**src/rtl/trace_capture_ctrl.sv**
```systemverilog
// trace_capture_ctrl: arm/trigger/post-capture sequencing and oldest-first dump of a circular trace buffer
//   clk_i, rst_i                       clock, asynchronous active-high reset
//   arm_i, abort_i, force_trig_i       capture control pulses
//   pc_match_en_i, pc_match_i          PC-match trigger
//   post_count_i                       retires to keep after the trigger
//   retire_pulse_i, fetch_pc_i         retire stream
//   buf_wr_ptr_i, buf_rd_*_i           trace buffer write pointer and read data
//   trace_enable_o, trace_trigger_o    buffer write enable and freeze
//   trace_rd_addr_o                    buffer read address
//   dump_start_i, dump_ready_i         dump request and sink backpressure
//   dump_valid_o, dump_pc_o, dump_instr_o, dump_last_o, dump_done_o   dump stream
//   state_o, fill_o, trig_pc_o         status
module trace_capture_ctrl #(
  parameter int TRACE_DEPTH = 64,
  localparam int PTR_BITS = $clog2(TRACE_DEPTH)
) (
  input  logic                clk_i,
  input  logic                rst_i,
  input  logic                arm_i,
  input  logic                abort_i,
  input  logic                force_trig_i,
  input  logic                pc_match_en_i,
  input  logic [31:0]         pc_match_i,
  input  logic [PTR_BITS:0]   post_count_i,
  input  logic                retire_pulse_i,
  input  logic [31:0]         fetch_pc_i,
  input  logic [PTR_BITS-1:0] buf_wr_ptr_i,
  input  logic [31:0]         buf_rd_pc_i,
  input  logic [31:0]         buf_rd_instr_i,
  output logic                trace_enable_o,
  output logic                trace_trigger_o,
  output logic [PTR_BITS-1:0] trace_rd_addr_o,
  input  logic                dump_start_i,
  input  logic                dump_ready_i,
  output logic                dump_valid_o,
  output logic [31:0]         dump_pc_o,
  output logic [31:0]         dump_instr_o,
  output logic                dump_last_o,
  output logic                dump_done_o,
  output logic [2:0]          state_o,
  output logic [PTR_BITS:0]   fill_o,
  output logic [31:0]         trig_pc_o
);
  typedef enum logic [2:0] {IDLE = 3'd0, ARMED = 3'd1, POST = 3'd2, FROZEN = 3'd3, FETCH = 3'd4, SEND = 3'd5} state_e;
  localparam logic [PTR_BITS:0] FULL = TRACE_DEPTH[PTR_BITS:0];
  localparam logic [PTR_BITS:0] ONE = (PTR_BITS+1)'(1);
  state_e state_q, state_d;
  logic [PTR_BITS:0] fill_q, fill_d, rem_q, rem_d;
  logic [PTR_BITS-1:0] start_q, start_d, idx_q, idx_d;
  logic [31:0] trig_pc_q, trig_pc_d, dpc_q, dpc_d, dins_q, dins_d;
  logic done_q, done_d, trig, cap;
  assign trig = force_trig_i | (retire_pulse_i & pc_match_en_i & (fetch_pc_i == pc_match_i));
  assign cap = retire_pulse_i & trace_enable_o;
  assign trace_enable_o = (state_q == ARMED) | ((state_q == POST) & (rem_q != '0));
  assign trace_trigger_o = (state_q == FROZEN) | (state_q == FETCH) | (state_q == SEND);
  assign trace_rd_addr_o = start_q + idx_q;
  assign dump_valid_o = state_q == SEND;
  assign dump_last_o = dump_valid_o & ({1'b0, idx_q} == fill_q - ONE);
  assign dump_pc_o = dpc_q;
  assign dump_instr_o = dins_q;
  assign dump_done_o = done_q;
  assign state_o = state_q;
  assign fill_o = fill_q;
  assign trig_pc_o = trig_pc_q;
  always_comb begin
    state_d = state_q;
    fill_d = fill_q;
    rem_d = rem_q;
    trig_pc_d = trig_pc_q;
    start_d = start_q;
    idx_d = idx_q;
    dpc_d = dpc_q;
    dins_d = dins_q;
    done_d = 1'b0;
    if (abort_i) begin
      state_d = IDLE;
    end else begin
      fill_d = (cap && fill_q != FULL) ? fill_q + ONE : fill_q;
      case (state_q)
        IDLE: if (arm_i) begin
          state_d = ARMED;
          fill_d = '0;
        end
        ARMED: if (trig) begin
          state_d = POST;
          rem_d = post_count_i;
          trig_pc_d = fetch_pc_i;
        end
        POST: begin
          if (rem_q == '0) state_d = FROZEN;
          else if (retire_pulse_i) rem_d = rem_q - ONE;
        end
        FROZEN: begin
          if (arm_i) begin
            state_d = ARMED;
            fill_d = '0;
          end else if (dump_start_i) begin
            if (fill_q == '0) begin
              done_d = 1'b1;
            end else begin
              // oldest valid entry sits fill slots behind the write pointer; a full buffer wraps onto it
              start_d = buf_wr_ptr_i - fill_q[PTR_BITS-1:0];
              idx_d = '0;
              state_d = FETCH;
            end
          end
        end
        FETCH: begin
          dpc_d = buf_rd_pc_i;
          dins_d = buf_rd_instr_i;
          state_d = SEND;
        end
        SEND: if (dump_ready_i) begin
          if (dump_last_o) begin
            done_d = 1'b1;
            state_d = FROZEN;
          end else begin
            idx_d = idx_q + PTR_BITS'(1);
            state_d = FETCH;
          end
        end
        default: state_d = IDLE;
      endcase
    end
  end
  always_ff @(posedge clk_i or posedge rst_i) begin
    if (rst_i) begin
      state_q <= IDLE;
      fill_q <= '0;
      rem_q <= '0;
      trig_pc_q <= '0;
      start_q <= '0;
      idx_q <= '0;
      dpc_q <= '0;
      dins_q <= '0;
      done_q <= 1'b0;
    end else begin
      state_q <= state_d;
      fill_q <= fill_d;
      rem_q <= rem_d;
      trig_pc_q <= trig_pc_d;
      start_q <= start_d;
      idx_q <= idx_d;
      dpc_q <= dpc_d;
      dins_q <= dins_d;
      done_q <= done_d;
    end
  end
endmodule

```
**config.mk**
```make
export PLATFORM = sky130hd
export DESIGN_NAME = trace_capture_ctrl
export DESIGN_NICKNAME = d
export VERILOG_FILES = /design/src/rtl/trace_capture_ctrl.sv
export SDC_FILE = /design/constraint.sdc
export NUM_CORES = 1
export LEC_CHECK = 0
export CORE_MARGIN = 2
export CORE_UTILIZATION = 43
export DETAILED_ROUTE_END_ITERATION = 16
export HOLD_SLACK_MARGIN = 0.15
export PLACE_DENSITY = 0.81
export SYNTH_ARGS = -nofsm -noshare
export SYNTH_HDL_FRONTEND = slang
export SYNTH_SLANG_ARGS = --single-unit
export TNS_END_PERCENT = 20
```
**constraint.sdc**
```tcl
create_clock -name clk_i -period 5.76 [get_ports clk_i]
set_input_delay 1.728 -clock clk_i [delete_from_list [all_inputs] [get_ports clk_i]]
set_output_delay 1.728 -clock clk_i [all_outputs]
set_load 0.05 [all_outputs]
```
==> run_results.csv, run 1 <==
group,metric,value,unit
timing,slew_headroom,0.455,
die,initial_utilization,0.438,
critical_path,slowest_delay,0.81,ns
place,place_hpwl,14.1,mm
critical_path,cp.depth,6,
critical_path,slowest_stage,"clkdlybuf4s50_1",
route,drc_errors,0,
synth,syn_avg_cell_area,11.7,um^2
timing,worstMarginPinSlew,0.811,ns
synth,yosysTopAreaCell,"dfrtp_1",
synth,synth_seq_area_share,0.500,
pwr,p_leak,0.00418,uW
critical_path,crit_type,"reg -> out",
route,viasPerCell,5.22,
clock_tree,cts_hold_buf,0,
route,detail_route.wl_per_cell,18.3,um
global_route,grt.overflow.total,0,
critical_path,crit_buf_inv,1,
route,drtAntennaViolNets,0,
synth,ys_top_cells_by_count,"dfrtp_1, mux2_2, xnor2_1, mux2_1, inv_1",
die,die_w,125,um
critical_path,cp_cell_sequence,"nor4_1, nand2_1, xnor2_1, or4_4, nor2_1, clkdlybuf4s50_1",
clock_tree,postCtsResizedCells,0,
place,dp.cells,976,
clock_tree,htree_num_levels,4,
clock_tree,cts_sinks,126,
timing,hold_ws,0.482,ns
place,numPortBuffers,266,
route,first_iter_violations,272,
critical_path,worstRegToRegCells,8,
timing,fin_crit,5.02,ns
clock_tree,cts_tree,"done",
final_layout,layoutNonFillerInstCount,1007,
clock_tree,cts_buffers,17,
synth,synthTopCellsByArea,"dfrtp_1, mux2_2, mux2_1",
timing,fmax,199,MHz
timing,finalCritPeriodShare,0.872,
outcome,outcome,"completed",
clock_tree,cts_setup_buffers,0,
critical_path,crit_arrival,3.30,ns
route,drtPass1Iterations,5,
synth,synth_edf_count,0,
pwr,power.density,547,mW/mm^2
min_path,hold_path.class,"reg -> reg",
synth,synth_nets,707,
timing,finalHoldViolations,0,
place,place.gp.congestion,0.926,
synth,synthCells,540,
timing,setup_viol,0,
global_route,grt_pass1_vias,5673,
synth,syn_area,0.00631,mm^2
die,die_h,125,um
pwr,power.total,5340,uW
global_route,grt_max_degree,65,
synth,ys_types,57,
clock_tree,clock_path_buffers,2,
final_layout,num-nets-final,978,
global_route,antenna_found_initial,0,
timing,drv_slew,0,
final_layout,n_antenna_cell,0,
critical_path,cp.required,4.03,ns
critical_path,setup.worst_path.end_class,"output pin",
timing,timing.setup.tns,0,ns
global_route,grt_pass1_wl,29.8,mm
final_layout,n_fill_cell,1049,
critical_path,worstSetupStartpointType,"register",
clock_tree,clkLatencyLatePin,0.42,ns
synth,yosysWarnings,0,
die,pin_count,267,
critical_path,cp_top_family,"simple AND/OR/NAND/NOR gates",
critical_path,crit_fanout,10,
die,core,0.0144,mm^2
pwr,ir_drop,0.419,mV
timing,final.setup_skew,0.00679,ns
final_layout,drive_gt1_frac,0.123,
clock_tree,clk_pin_slew,0.05,ns
synth,synthArstFlopShare,1.00,
clock_tree,root_buffer,"clkbuf_16",
die,rows,44,
synth,yosysMostFrequentCell,"dfrtp_1",
final_layout,syn_to_final_growth,54.6,%
global_route,grt.total_usage,0.242,
route,drt_wl_total,18.4,mm
min_path,holdPathStages,1,
die,dieArea,0.0157,mm^2
final_layout,multi_input_comb_area,0.00296,mm^2
final_layout,seq_area,0.00315,mm^2
synth,ys_ff_latch,126,
timing,rsz0062_at_grt,"false",
synth,synth.top_cell.area_share,0.500,
job,drv_cap,0,
route,vias,5253,
synth,synth_top_flop_cell,"dfrtp_1",
## state kept, by name, summed over array words and instances (netlist names)
signal and flops:
rem_q 7, state_o 3, dump_instr_o 32, dump_pc_o 32, idx_q 6, start_q 6
dump_done_o 1, fill_o 7, trig_pc_o 32
## path summary, 6_finish.rpt
path	slack, ns	to	startpoint
max in group asynchronous	3.06	rem_q[4]	rst_i
setup reg to reg	3.29	rem_q[0]	rem_q[0]
hold reg to reg	0.48	dump_instr_o[25]	dump_instr_o[25]
setup / recovery	0.74	dump_last_o	fill_o[2]
hold / removal	0.48	dump_instr_o[25]	dump_instr_o[25]
min in group asynchronous	1.71	dump_pc_o[16]	rst_i
## metrics by stage
stage / instance area [um^2] / setup slack, ns / utilization
3_5_place_dp: 9150 / 1.19 / 0.634
4_1_cts: 9760 / 0.721 / 0.676
6_report: 9760 / 0.736 / 0.676
3_3_place_gp: 9150 / 1.25 / 0.634
5_1_grt: 9760 / 0.518 / 0.676
2_1_floorplan: 6310 / 0.676 / -
## metal layers
metal  share of wire  GRT usage  up-vias
met3           0.081     0.0907       29
met2            0.52      0.428      213
met1            0.37      0.266     2557
met4           0.022     0.0876        0
met5               0          0        -
li1                -          -     2454
## cells by family (layout without fill, tap and decap cells)
kind of cell / Yosys count / in the layout / synth area share
XOR/XNOR: 55 / 55 / 0.0763
adder cells (fa/ha/maj): 17 / 17 / 0.0361
multiplexers: 100 / 100 / 0.178
AND/OR/NAND/NOR: 123 / 123 / 0.102
AO/OA/AOI/OAI: 72 / 72 / 0.0767
flip-flops: 126 / 126 / 0.500
buffers and inverters: 47 / 330 / 0.0317
## layout by cell type, fill, tap and decap left out, types with 13 or more instances in the layout
| cell type | instances |
|---|---|
| clkdlybuf4s50_1 | 266 |
| dfrtp_1 | 126 |
| mux2_2 | 58 |
| xnor2_1 | 42 |
| mux2_1 | 39 |
| inv_1 | 27 |
| nor2_1 | 27 |
| nand2_1 | 25 |
| a21oi_1 | 18 |
| clkbuf_16 | 17 |
| ha_1 | 15 |
| xor2_1 | 13 |
| nand3_1 | 13 |
## where the power goes
| group | switching [uW] | internal, uW |
|---|---|---|
| sequential | 240 | 1240 |
| combinational | 1760 | 1000 |
| clock | 403 | 691 |
| total | 2400 | 2930 |
## area by class of cell
class                           count  share of cell area
Inverter                           29              0.0114
Clock inverter                     13              0.0171
Sequential cell                   126               0.323
Tap cell                          184              0.0236
Timing Repair Buffer              270               0.276
Clock buffer                       18              0.0450
Multi-Input combinational cell    367               0.304
Power figures use the tool's default switching activity.
==> run 2: changes to the inputs <==
--- a/config.mk
+++ b/config.mk
@@ -10,6 +10,7 @@
 export DETAILED_ROUTE_END_ITERATION = 16
 export HOLD_SLACK_MARGIN = 0.15
 export PLACE_DENSITY = 0.81
+export RECOVER_POWER = 50
 export SYNTH_ARGS = -nofsm -noshare
 export SYNTH_HDL_FRONTEND = slang
 export SYNTH_SLANG_ARGS = --single-unit
==> run 2 against run 1 <==
The flow now finishes with violations (max-capacitance violations, max-slew violations). Sequential power about the same. Final area about the same. Clock power about the same. Combinational power down 2%. Worst setup slack worse by 0.0061 ns. Sequential share of layout area about the same. Die area unchanged. Total power down 1.3%.
==> run_results.csv, run 2 (synthesis gave the netlist of run 1 again) <==
group,metric,value,unit
outcome,outcome,"complete, but fails checks",
outcome,violations,"max-capacitance violations, max-slew violations",
clock_tree,postCtsResizedCells,0,
global_route,grt_pass1_wl,29.8,mm
critical_path,setup.worst_path.end_class,"output pin",
job,drv_cap,1,
clock_tree,clkLatencyLatePin,0.41,ns
clock_tree,cts_setup_buffers,0,
route,drtAntennaViolNets,0,
global_route,grt_pass1_vias,5673,
critical_path,cp_cell_sequence,"nor4_1, nand2_1, xnor2_1, or4_4, nor2_1, clkdlybuf4s50_1",
timing,fmax,199,MHz
place,dp.cells,976,
final_layout,num-nets-final,978,
critical_path,crit_type,"reg -> out",
pwr,power.total,5270,uW
final_layout,final_common_cell,"clkdlybuf4s50_1",
die,die_h,125,um
timing,finalHoldViolations,0,
place,place.gp.congestion,0.926,
clock_tree,cts_buffers,17,
final_layout,n_antenna_cell,0,
die,pin_count,267,
timing,timing.setup.tns,0,ns
clock_tree,clock_path_buffers,2,
die,rows,44,
place,numPortBuffers,266,
final_layout,n_fill_cell,1052,
clock_tree,cts_hold_buf,0,
timing,worstMarginPinSlew,1.76,ns
critical_path,crit_arrival,3.30,ns
place,place_hpwl,14.1,mm
global_route,busiest_layer,"met2",
critical_path,cp_top_family,"simple AND/OR/NAND/NOR gates",
global_route,use_met3,0.0907,
final_layout,layoutNonFillerInstCount,1007,
global_route,use_met2,0.428,
critical_path,slowest_delay,0.81,ns
global_route,grt.total_usage,0.242,
critical_path,slowest_stage,"clkdlybuf4s50_1",
global_route,grt_util_met1,0.266,
pwr,power.density,540,mW/mm^2
route,viasPerCell,5.21,
clock_tree,root_buffer,"clkbuf_16",
clock_tree,clk_pin_slew,0.06,ns
route,vias,5251,
timing,drv_slew,42,
die,die_w,125,um
route,drt_wl_total,18.4,mm
critical_path,worstSetupStartpointType,"register",
global_route,grt_max_degree,65,
pwr,p_leak,0.00425,uW
die,core,0.0144,mm^2
critical_path,cp.required,4.03,ns
timing,slew_headroom,-0.177,
min_path,hold_path.class,"reg -> reg",
route,drtPass1Iterations,5,
final_layout,layout_common_cells,"clkdlybuf4s50_1, dfrtp_1, mux2_2",
clock_tree,htree_num_levels,4,
route,detail_route.wl_per_cell,18.2,um
final_layout,syn_to_final_growth,54.5,%
final_layout,drive_gt1_frac,0.123,
critical_path,crit_fanout,10,
clock_tree,cts_sinks,126,
timing,fin_crit,5.03,ns
timing,final.setup_skew,0.00692,ns
timing,setup_viol,0,
global_route,grt.overflow.total,0,
timing,rsz0062_at_grt,"false",
global_route,antenna_found_initial,0,
clock_tree,cts_tree,"done",
route,drc_errors,0,
die,initial_utilization,0.438,
pwr,ir_drop,0.413,mV
timing,finalCritPeriodShare,0.873,
route,first_iter_violations,256,
die,dieArea,0.0157,mm^2
critical_path,crit_buf_inv,1,
## run 2: routing by layer
metal	vias up	routed length, um
met2	199	9590
met4	0	417
met1	2561	6900
li1	2461	-
met3	30	1450
met5	-	0
## run 2: cell type report
class                           instances  area (um^2)  share of cell area
Clock buffer                           18          439              0.0450
Clock inverter                         13          166              0.0171
Inverter                               29          110              0.0113
Multi-Input combinational cell        367         2960               0.304
Sequential cell                       126         3150               0.323
Tap cell                              184          230              0.0236
Timing Repair Buffer                  270         2690               0.276
## run 2: worst paths after layout
path,from,slack (ns),endpoint,cells past startpoint
worst max-delay path,fill_o[2],0.73,dump_last_o,6
worst min-delay path,trig_pc_o[6],0.48,trig_pc_o[6],1
worst max register to register,fill_o[2],3.28,idx_q[0],6
worst min register to register,trig_pc_o[6],0.48,trig_pc_o[6],1
max in group asynchronous,rst_i,1.74,rem_q[4],3
min in group asynchronous,rst_i,2.21,dump_pc_o[16],2
## run 2: power breakdown
group          internal [uW]  switching (uW)  total [uW]
Combinational            945            1760        2700
Clock                    691             402        1090
Sequential              1240             232        1470
## run 2: metrics by stage
step | cell area, um^2 | hold slack (ns) | util | setup WS, ns
CTS | 9760 | 0.487 | 0.676 | 0.721
floorplan | 6310 | 0.455 | - | 0.676
global placement | 9150 | 0.469 | 0.634 | 1.25
finish | 9750 | 0.478 | 0.676 | 0.730
detailed placement | 9150 | 0.474 | 0.634 | 1.19
global route | 9750 | 0.496 | 0.676 | 0.520
